==> config.mk <==
export PLATFORM = sky130hd
export DESIGN_NAME = prog_loader
export DESIGN_NICKNAME = d
export VERILOG_FILES = /design/src/rtl/prog_loader_pkg.sv /design/src/rtl/prog_loader.sv
export SDC_FILE = /design/constraint.sdc
export NUM_CORES = 1
export LEC_CHECK = 0
export ABC_AREA = 1
export BUFFER_PORTS_ARGS = -buffer_cell sky130_fd_sc_hd__buf_2
export CAP_MARGIN = 10
export CORE_MARGIN = 8
export CORE_UTILIZATION = 40
export CTS_CLUSTER_SIZE = 16
export DETAILED_ROUTE_END_ITERATION = 6
export GPL_TIMING_DRIVEN = 0
export PLACE_DENSITY_LB_ADDON = 0.2
export REMOVE_ABC_BUFFERS = 1
export SLEW_MARGIN = 20
export SYNTH_ARGS = -nofsm -noshare
export SYNTH_HDL_FRONTEND = slang
export SYNTH_SLANG_ARGS = --single-unit
==> constraint.sdc <==
create_clock -name clk -period 2.95 [get_ports clk]
set_input_delay 0 -clock clk [delete_from_list [all_inputs] [get_ports clk]]
set_output_delay 0 -clock clk [all_outputs]
set_load 0.05 [all_outputs]
==> src/rtl/prog_loader_pkg.sv <==
// Shared types and widths for the instruction-RAM loader and the CPU/RAM top.
package prog_loader_pkg;

  localparam int unsigned ADDR_W = 8;
  localparam int unsigned DATA_W = 16;
  localparam int unsigned BYTE_W = 8;

  typedef enum logic [2:0] {
    LEN,
    HI,
    LO,
    WRITE,
    CSUM,
    DONE,
    ERR
  } loader_state_t;

endpackage

==> src/rtl/prog_loader.sv <==
// Byte-stream program loader: assembles 16-bit words, writes them to the
// instruction RAM from start_pc, then releases the CPU once the checksum matches.
module prog_loader
  import prog_loader_pkg::*;
(
  input  logic              clk,
  input  logic              rst,
  input  logic [ADDR_W-1:0] start_pc,
  input  logic              in_valid,
  input  logic [BYTE_W-1:0] in_byte,
  output logic              in_ready,
  output logic [ADDR_W-1:0] ram_addr,
  output logic              ram_w_en,
  output logic [DATA_W-1:0] ram_w_data,
  output logic              cpu_rst_n,
  output logic              done,
  output logic              err
);

  loader_state_t     state_q, state_nxt;
  logic [BYTE_W-1:0] n_q, n_nxt;
  logic [BYTE_W-1:0] idx_q, idx_nxt;
  logic [ADDR_W-1:0] addr_q, addr_nxt;
  logic [BYTE_W-1:0] hi_q, hi_nxt;
  logic [BYTE_W-1:0] lo_q, lo_nxt;
  logic [BYTE_W-1:0] acc_q, acc_nxt;

  logic              in_ready_nxt;
  logic [ADDR_W-1:0] ram_addr_nxt;
  logic              ram_w_en_nxt;
  logic [DATA_W-1:0] ram_w_data_nxt;
  logic              cpu_rst_n_nxt;
  logic              done_nxt;
  logic              err_nxt;
  logic              accept;

  // Next-state, datapath and output decode; outputs are registered from the next state
  always_comb begin
    state_nxt = state_q;
    n_nxt     = n_q;
    idx_nxt   = idx_q;
    addr_nxt  = addr_q;
    hi_nxt    = hi_q;
    lo_nxt    = lo_q;
    acc_nxt   = acc_q;
    accept    = in_valid && in_ready;

    case (state_q)
      LEN: begin
        if (accept) begin
          n_nxt     = in_byte;
          addr_nxt  = start_pc;
          idx_nxt   = '0;
          acc_nxt   = '0;
          state_nxt = (in_byte == '0) ? ERR : HI;
        end
      end
      HI: begin
        if (accept) begin
          hi_nxt    = in_byte;
          acc_nxt   = acc_q ^ in_byte;
          state_nxt = LO;
        end
      end
      LO: begin
        if (accept) begin
          lo_nxt    = in_byte;
          acc_nxt   = acc_q ^ in_byte;
          state_nxt = WRITE;
        end
      end
      WRITE: begin
        addr_nxt  = ADDR_W'(addr_q + ADDR_W'(1));
        idx_nxt   = BYTE_W'(idx_q + BYTE_W'(1));
        state_nxt = (BYTE_W'(idx_q + BYTE_W'(1)) == n_q) ? CSUM : HI;
      end
      CSUM: begin
        if (accept) begin
          state_nxt = (in_byte == acc_q) ? DONE : ERR;
        end
      end
      DONE:    state_nxt = DONE;
      ERR:     state_nxt = ERR;
      default: state_nxt = LEN;
    endcase

    in_ready_nxt   = (state_nxt == LEN) || (state_nxt == HI) ||
                     (state_nxt == LO)  || (state_nxt == CSUM);
    ram_w_en_nxt   = (state_nxt == WRITE);
    ram_addr_nxt   = ram_w_en_nxt ? addr_nxt : '0;
    ram_w_data_nxt = ram_w_en_nxt ? DATA_W'({hi_nxt, lo_nxt}) : '0;
    done_nxt       = (state_nxt == DONE);
    err_nxt        = (state_nxt == ERR);
    cpu_rst_n_nxt  = (state_nxt == DONE);
  end

  // State, datapath and output registers; RAM contents are untouched by reset
  always_ff @(posedge clk) begin
    if (rst) begin
      state_q    <= LEN;
      n_q        <= '0;
      idx_q      <= '0;
      addr_q     <= '0;
      hi_q       <= '0;
      lo_q       <= '0;
      acc_q      <= '0;
      in_ready   <= 1'b0;
      ram_addr   <= '0;
      ram_w_en   <= 1'b0;
      ram_w_data <= '0;
      cpu_rst_n  <= 1'b0;
      done       <= 1'b0;
      err        <= 1'b0;
    end else begin
      state_q    <= state_nxt;
      n_q        <= n_nxt;
      idx_q      <= idx_nxt;
      addr_q     <= addr_nxt;
      hi_q       <= hi_nxt;
      lo_q       <= lo_nxt;
      acc_q      <= acc_nxt;
      in_ready   <= in_ready_nxt;
      ram_addr   <= ram_addr_nxt;
      ram_w_en   <= ram_w_en_nxt;
      ram_w_data <= ram_w_data_nxt;
      cpu_rst_n  <= cpu_rst_n_nxt;
      done       <= done_nxt;
      err        <= err_nxt;
    end
  end

endmodule

### Word level (Yosys, flattened, before mapping)

Cells that the tools add are included.

| storage, ports and cells | value |
|---|---|
| register bits | 79 |
| word-level logic and storage cells | 65 |
| input bits | 19 |
| output and inout port bits | 29 |

| operators by class | value |
|---|---|
| mux-type cells | 18 |
| bitwise operators | 2 |
| eq/ne operators | 16 |
| reductions and logical operators | 14 |
| add/subtract/negate cells | 2 |

Operators by type and width:

| kind | count |
|---|---|
| 8-bit two-way mux | 7 |
| 8-bit one-hot mux with 2 select lines | 3 |
| 3-bit one-hot mux with 7 select lines | 1 |
| 3-bit equality test (second input constant) | 6 |
| 3-bit two-way mux | 6 |
| 8-bit by 1-bit adder with 8-bit output (second input constant) | 2 |
| 8-bit equality test | 2 |
| 3-bit by 2-bit equality test with 1-bit output (second input constant) | 4 |
| 8-bit zero test | 1 |
| 8-bit bitwise XOR | 1 |
| 3-bit by 1-bit equality test with 1-bit output (second input constant) | 2 |
| 3-bit zero test | 2 |
| 2-bit AND reduction | 2 |
| 2-bit nonzero test | 2 |
| 2-bit OR reduction | 2 |
| 1-bit logical OR | 3 |
| 3-bit AND reduction | 1 |
| 2-bit two-way mux | 1 |
| 2-bit by 1-bit inequality test with 1-bit output (second input constant) | 1 |
| 2-bit inequality test (second input constant) | 1 |
| 1-bit logical AND | 1 |
| 1-bit inverter | 1 |

### Longest topological paths before layout

| depth | value |
|---|---|
| word-level depth | 8 |
| gate-level depth with buffers | 15 |
| gate-level depth less buffers | 15 |

### Worst setup path before layout

No wires, ideal clock.

| timing | value |
|---|---|
| path kind | register to register |
| start point | reg in_ready |
| end point | reg lo_q[0] |
| stages on the path, launching flop included | 7 |
| arrival time | 1.595 ns |
| period minus slack after synthesis | 1.722 ns |
| path buffers | 1 |
| setup time | 0.128 ns |
| required time | 2.822 ns |
| setup slack | 1.228 ns |
| path through | dfxtp_1 nand2_1 nor2_1 nand2_1 clkbuf_1 a21oi_1 nor2_1 |

| on the way | value |
|---|---|
| word-level cells in the longest chain between the ends | 3 |

RTL lines:

| what | line | RTL |
|---|---|---|
| start, declared | prog_loader.sv:11 | `output logic in_ready,` |
| start signal, assigned | prog_loader.sv:122 | `in_ready <= in_ready_nxt;` |
| 1-bit logical AND | prog_loader.sv:46 | `accept = in_valid && in_ready;` |
| 8-bit two-way mux | prog_loader.sv:66 | `if (accept) begin` |
| 8-bit two-way mux | prog_loader.sv:48 | `case (state_q)` |
| end signal, assigned | prog_loader.sv:120 | `lo_q <= lo_nxt;` |
| end, declared | prog_loader.sv:25 | `logic [BYTE_W-1:0] lo_q, lo_nxt;` |

No other way between the ends.
A chain may end at the register's enable or synchronous reset.

### Final worst setup path

| timing | value |
|---|---|
| start point | reg in_ready |
| end point | reg ram_w_data[7] |

| on the way | value |
|---|---|
| word-level cells in the longest chain between the ends | 6 |
| elaborated cells between the ends (all ways) | 11 |
| those cells by class | eq/ne (1); mux (7); bitwise (1); reduce/logical (2) |

RTL lines:

| what | line | RTL |
|---|---|---|
| 1-bit logical AND (*) | prog_loader.sv:46 |  |
| 3-bit two-way mux (on tied branches) | n/a |  |
| 3-bit one-hot mux with 7 select lines | prog_loader.sv:48 |  |
| 3-bit by 2-bit equality test with 1-bit output | prog_loader.sv:89 | `ram_w_en_nxt = (state_nxt == WRITE);` |
| 1-bit inverter (no source line) | n/a |  |
| 2-bit OR reduction (no source line) | n/a |  |
| end signal, assigned | prog_loader.sv:125 | `ram_w_data <= ram_w_data_nxt;` |
| end, declared | prog_loader.sv:14 | `output logic [DATA_W-1:0] ram_w_data,` |

Mark *: on every way between the ends. The rest lies on a longest branch, timed or not.

==> out/metrics.yaml <==
status:
  status: "finished clean"
timing:
  max_freq_mhz: 401
  relSlewSlack: 0.478
  setup_viol: 0
  period_needed_ns: 2.50
  finalSetupTns_ns: 0
  tightest_slew_ns: 0.783
  drv_slew: 0
  finalHoldViolations: 0
  rsz0062_at_grt: "false"
  post-route-period-util: 0.846
  finalClockSkew_ns: 0.00778
synthesis:
  synth_top_family_by_area: "simple AND/OR/NAND/NOR gates"
  synth_area_leaders: "dfxtp_1 (46%), nand2_1 (13%), nor2_1 (9.2%), a21oi_1 (7.2%), inv_1 (6.5%)"
  netlist_area_um2: 3410
  synth_common_cells: "nand2_1 (122), nor2_1 (84), dfxtp_1 (79), inv_1 (59), a21oi_1 (49)"
  synth_cell_type_count: 27
  yosysSeqAreaShare: 0.464
  postSynthCellCount: 494
  synth_compound_area_frac: 0.120
  synth_simple_gate_area_frac: 0.313
  synthAdderAreaFrac: 0.00733
  muxShareOfSynthArea: 0
  synth_xor_area_frac: 0.00513
  avgSynthCellArea_um2: 6.91
  ys.flop_type: "dfxtp_1"
  ys_ff_latch: 79
  yosysMostFrequentCell: "nand2_1"
  synthArstFlopShare: 0
  synth_top_area_share: 0.464
  synth_top_area_cell: "dfxtp_1"
  yosysWarnings: 0
  synth_edf_count: 0
layout:
  num-fill-cells: 849
  fin_nets: 567
  num_antenna_cells: 0
  final_layout_size_suffix_gt1_frac: 0.142
  areaGrowthSynthToFinish_pct: 18.3
  fin_util: 0.489
clocking:
  cts-root-buf: "clkbuf_8"
  numCtsBuffers: 9
  clkTransAtPathRegs_ns: 0.08
  cts_sinks: 79
  post_cts_buffers: 0
  cts_resized: 0
  htreeDepth: 3
  worstSkewPairLatency_ns: 0.35
  tritoncts: "yes"
  ctsLongestPathBuffers: 2
  cts_hold_buf: 9
worst_setup_path:
  cp-start-kind: "flop"
  r2r-end: "ram_w_data[7]$_SDFF_PP0_"
  worst_ep_arrival_time_ns: 2.77
  cp_data_required_time_ns: 3.23
  crit_slowest_cell: "nand2_1"
  endpoint_kind: "flop"
  r2r_start: "in_ready$_SDFF_PP0_"
  r2r_slack_ns: 0.45
  path_buf_inv: 1
  reg2reg_depth: 6
  crit_path_max_fanout: 20
  critPathMaxStageDelay_ns: 0.47
  path_cells: "nand2_1 > nor2_1 > nand2_1 > nor2_2 > inv_1 > nor2_1"
  critPathKind: "flop to flop"
  cpLargestDelayFamily: "simple AND/OR/NAND/NOR gates"
power:
  clkPwrFrac: 0.419
  intPower_uw: 1760
  switching_share: 0.246
  irDropWorstVdd_uv: 308
  power_density_nw_per_um2: 577
  p_comb_frac: 0.099
  switchingPower_uw: 572
  power_frac_seq: 0.482
  leakage_uw: 0.00186
placed_design:
  place.gp.congestion: 0.785
  io_buffers: 47
  dp_hpwl_um: 5800
global_route:
  grt_overflow: 0
  first_global_vias: 3044
  antenna_found_initial: 0
  grt_max_degree: 40
  grt_pass1_wl_um: 13700
  grt.total_usage: 0.145
route:
  route.detailed.drc: 0
  vias: 3181
  detail-route-antenna-nets: 0
  drt_iter0_drc: 137
  wire_per_inst_um: 12.4
  detail_route.first_pass.iterations: 4
  met3WireLength_um: 497
  viasPerCell: 4.86
  dr_wl_met2_um: 3800
  m1WireLength_um: 3740
  top_layer_used: "met4"
  totalWireLength_um: 8140
min_path:
  whs_endpoint: "n_q[6]$_SDFFE_PP0P_"
  min_from: "in_byte[6]"
  hold_path_class: "primary input to flop"
  hold_depth: 3
flow_run:
  max_cap_violations: 0
floorplanning:
  dieArea_um2: 11700
  core_area_um2: 8260
  die_w_um: 108
  initial_utilization: 0.413
  rows: 33
  pin_count: 48
  die_y_um: 108
layer usage:
layer	GRT usage	up-vias
met5	0	-
met1	0.180	1449
li1	-	1655
met4	0.0538	0
met2	0.239	68
met3	0.0327	9
worst reg2reg max path, delay by kind of cell, from the launching register on:
kind,cells,cell delay [ns]
simple gates,5,1.72
buf+inv,1,0.37
flops,1,0.33
placed cells by master (no fill, tap or decap), types with 5 or more instances in the layout:
| master | count |
|---|---|
| nand2_1 | 122 |
| nor2_1 | 84 |
| dfxtp_1 | 79 |
| inv_1 | 59 |
| a21oi_1 | 49 |
| buf_2 | 47 |
| nand3_1 | 33 |
| o21ai_0 | 18 |
| clkbuf_8 | 10 |
| dlygate4sd3_1 | 9 |
| nor2_2 | 8 |
| o211ai_1 | 5 |
layout make-up:
cell class / instances / area (um2) / area share
clock buffer: 10 / 138 / 0.0341
tap: 105 / 131 / 0.0326
timing repair buffer: 56 / 325 / 0.0806
clock inverter: 5 / 106 / 0.0264
sequential: 79 / 1580 / 0.392
inverter: 62 / 233 / 0.0577
multi-input combinational: 338 / 1520 / 0.377
power groups by stage:
| stage | Clock (uW) | Combinational, uW | Sequential (uW) |
|---|---|---|---|
| after detailed placement | 0 | 222 | 1150 |
| final | 977 | 230 | 1120 |
| after global placement | 0 | 218 | 1150 |
| after floorplan | 0 | 150 | 1150 |
| after CTS | 998 | 232 | 1120 |
| after global routing | 1050 | 265 | 1130 |
flip-flops by register name, indices dropped and copies added, names as in the netlist, 3 cells and up:
| signal | count |
|---|---|
| acc_q | 8 |
| addr_q | 8 |
| hi_q | 8 |
| idx_q | 8 |
| lo_q | 8 |
| n_q | 8 |
| ram_addr | 8 |
| ram_w_data | 16 |
| state_q | 3 |
worst max path at each step:
| stage | from | end | slack, ns | depth (start not counted) |
|---|---|---|---|---|
| 6_report | in_ready$_SDFF_PP0_ | ram_w_data[7]$_SDFF_PP0_ | 0.45 | 6 |
| 2_1_floorplan | in_ready$_SDFF_PP0_ | ram_addr[3]$_SDFF_PP0_ | 0.80 | 6 |
| 3_5_place_dp | in_ready$_SDFF_PP0_ | ram_w_data[7]$_SDFF_PP0_ | 0.38 | 6 |
| 3_3_place_gp | in_ready$_SDFF_PP0_ | ram_w_data[7]$_SDFF_PP0_ | 0.40 | 6 |
| 4_1_cts | in_ready$_SDFF_PP0_ | ram_w_data[7]$_SDFF_PP0_ | 0.37 | 6 |
| 5_1_grt | in_ready$_SDFF_PP0_ | ram_w_data[11]$_SDFF_PP0_ | 0.14 | 6 |
cells by family after synthesis:
kind of cell             after synthesis
buffers and inverters                 77
adder cells (fa/ha/maj)                2
AND/OR/NAND/NOR                      258
AO/OA/AOI/OAI                         76
XOR/XNOR                               2
flip-flops                            79
through the flow:
| stage | cells | instance area [um2] | power, uW | setup WS (ns) | hold slack, ns |
|---|---|---|---|---|---|
| finish | 655 | 4040 | 2330 | 0.454 | 0.0108 |
| global route | 655 | 4040 | 2440 | 0.141 | 0.0152 |
| CTS | 655 | 4040 | 2350 | 0.368 | 0.00379 |
| detailed placement | 631 | 3700 | 1370 | 0.376 | 0.288 |
| global placement | 631 | 3700 | 1370 | 0.405 | 0.279 |
| floorplan | 479 | 3330 | 1300 | 0.798 | 0.0691 |
Note: power is estimated with default switching activity, not from simulation.
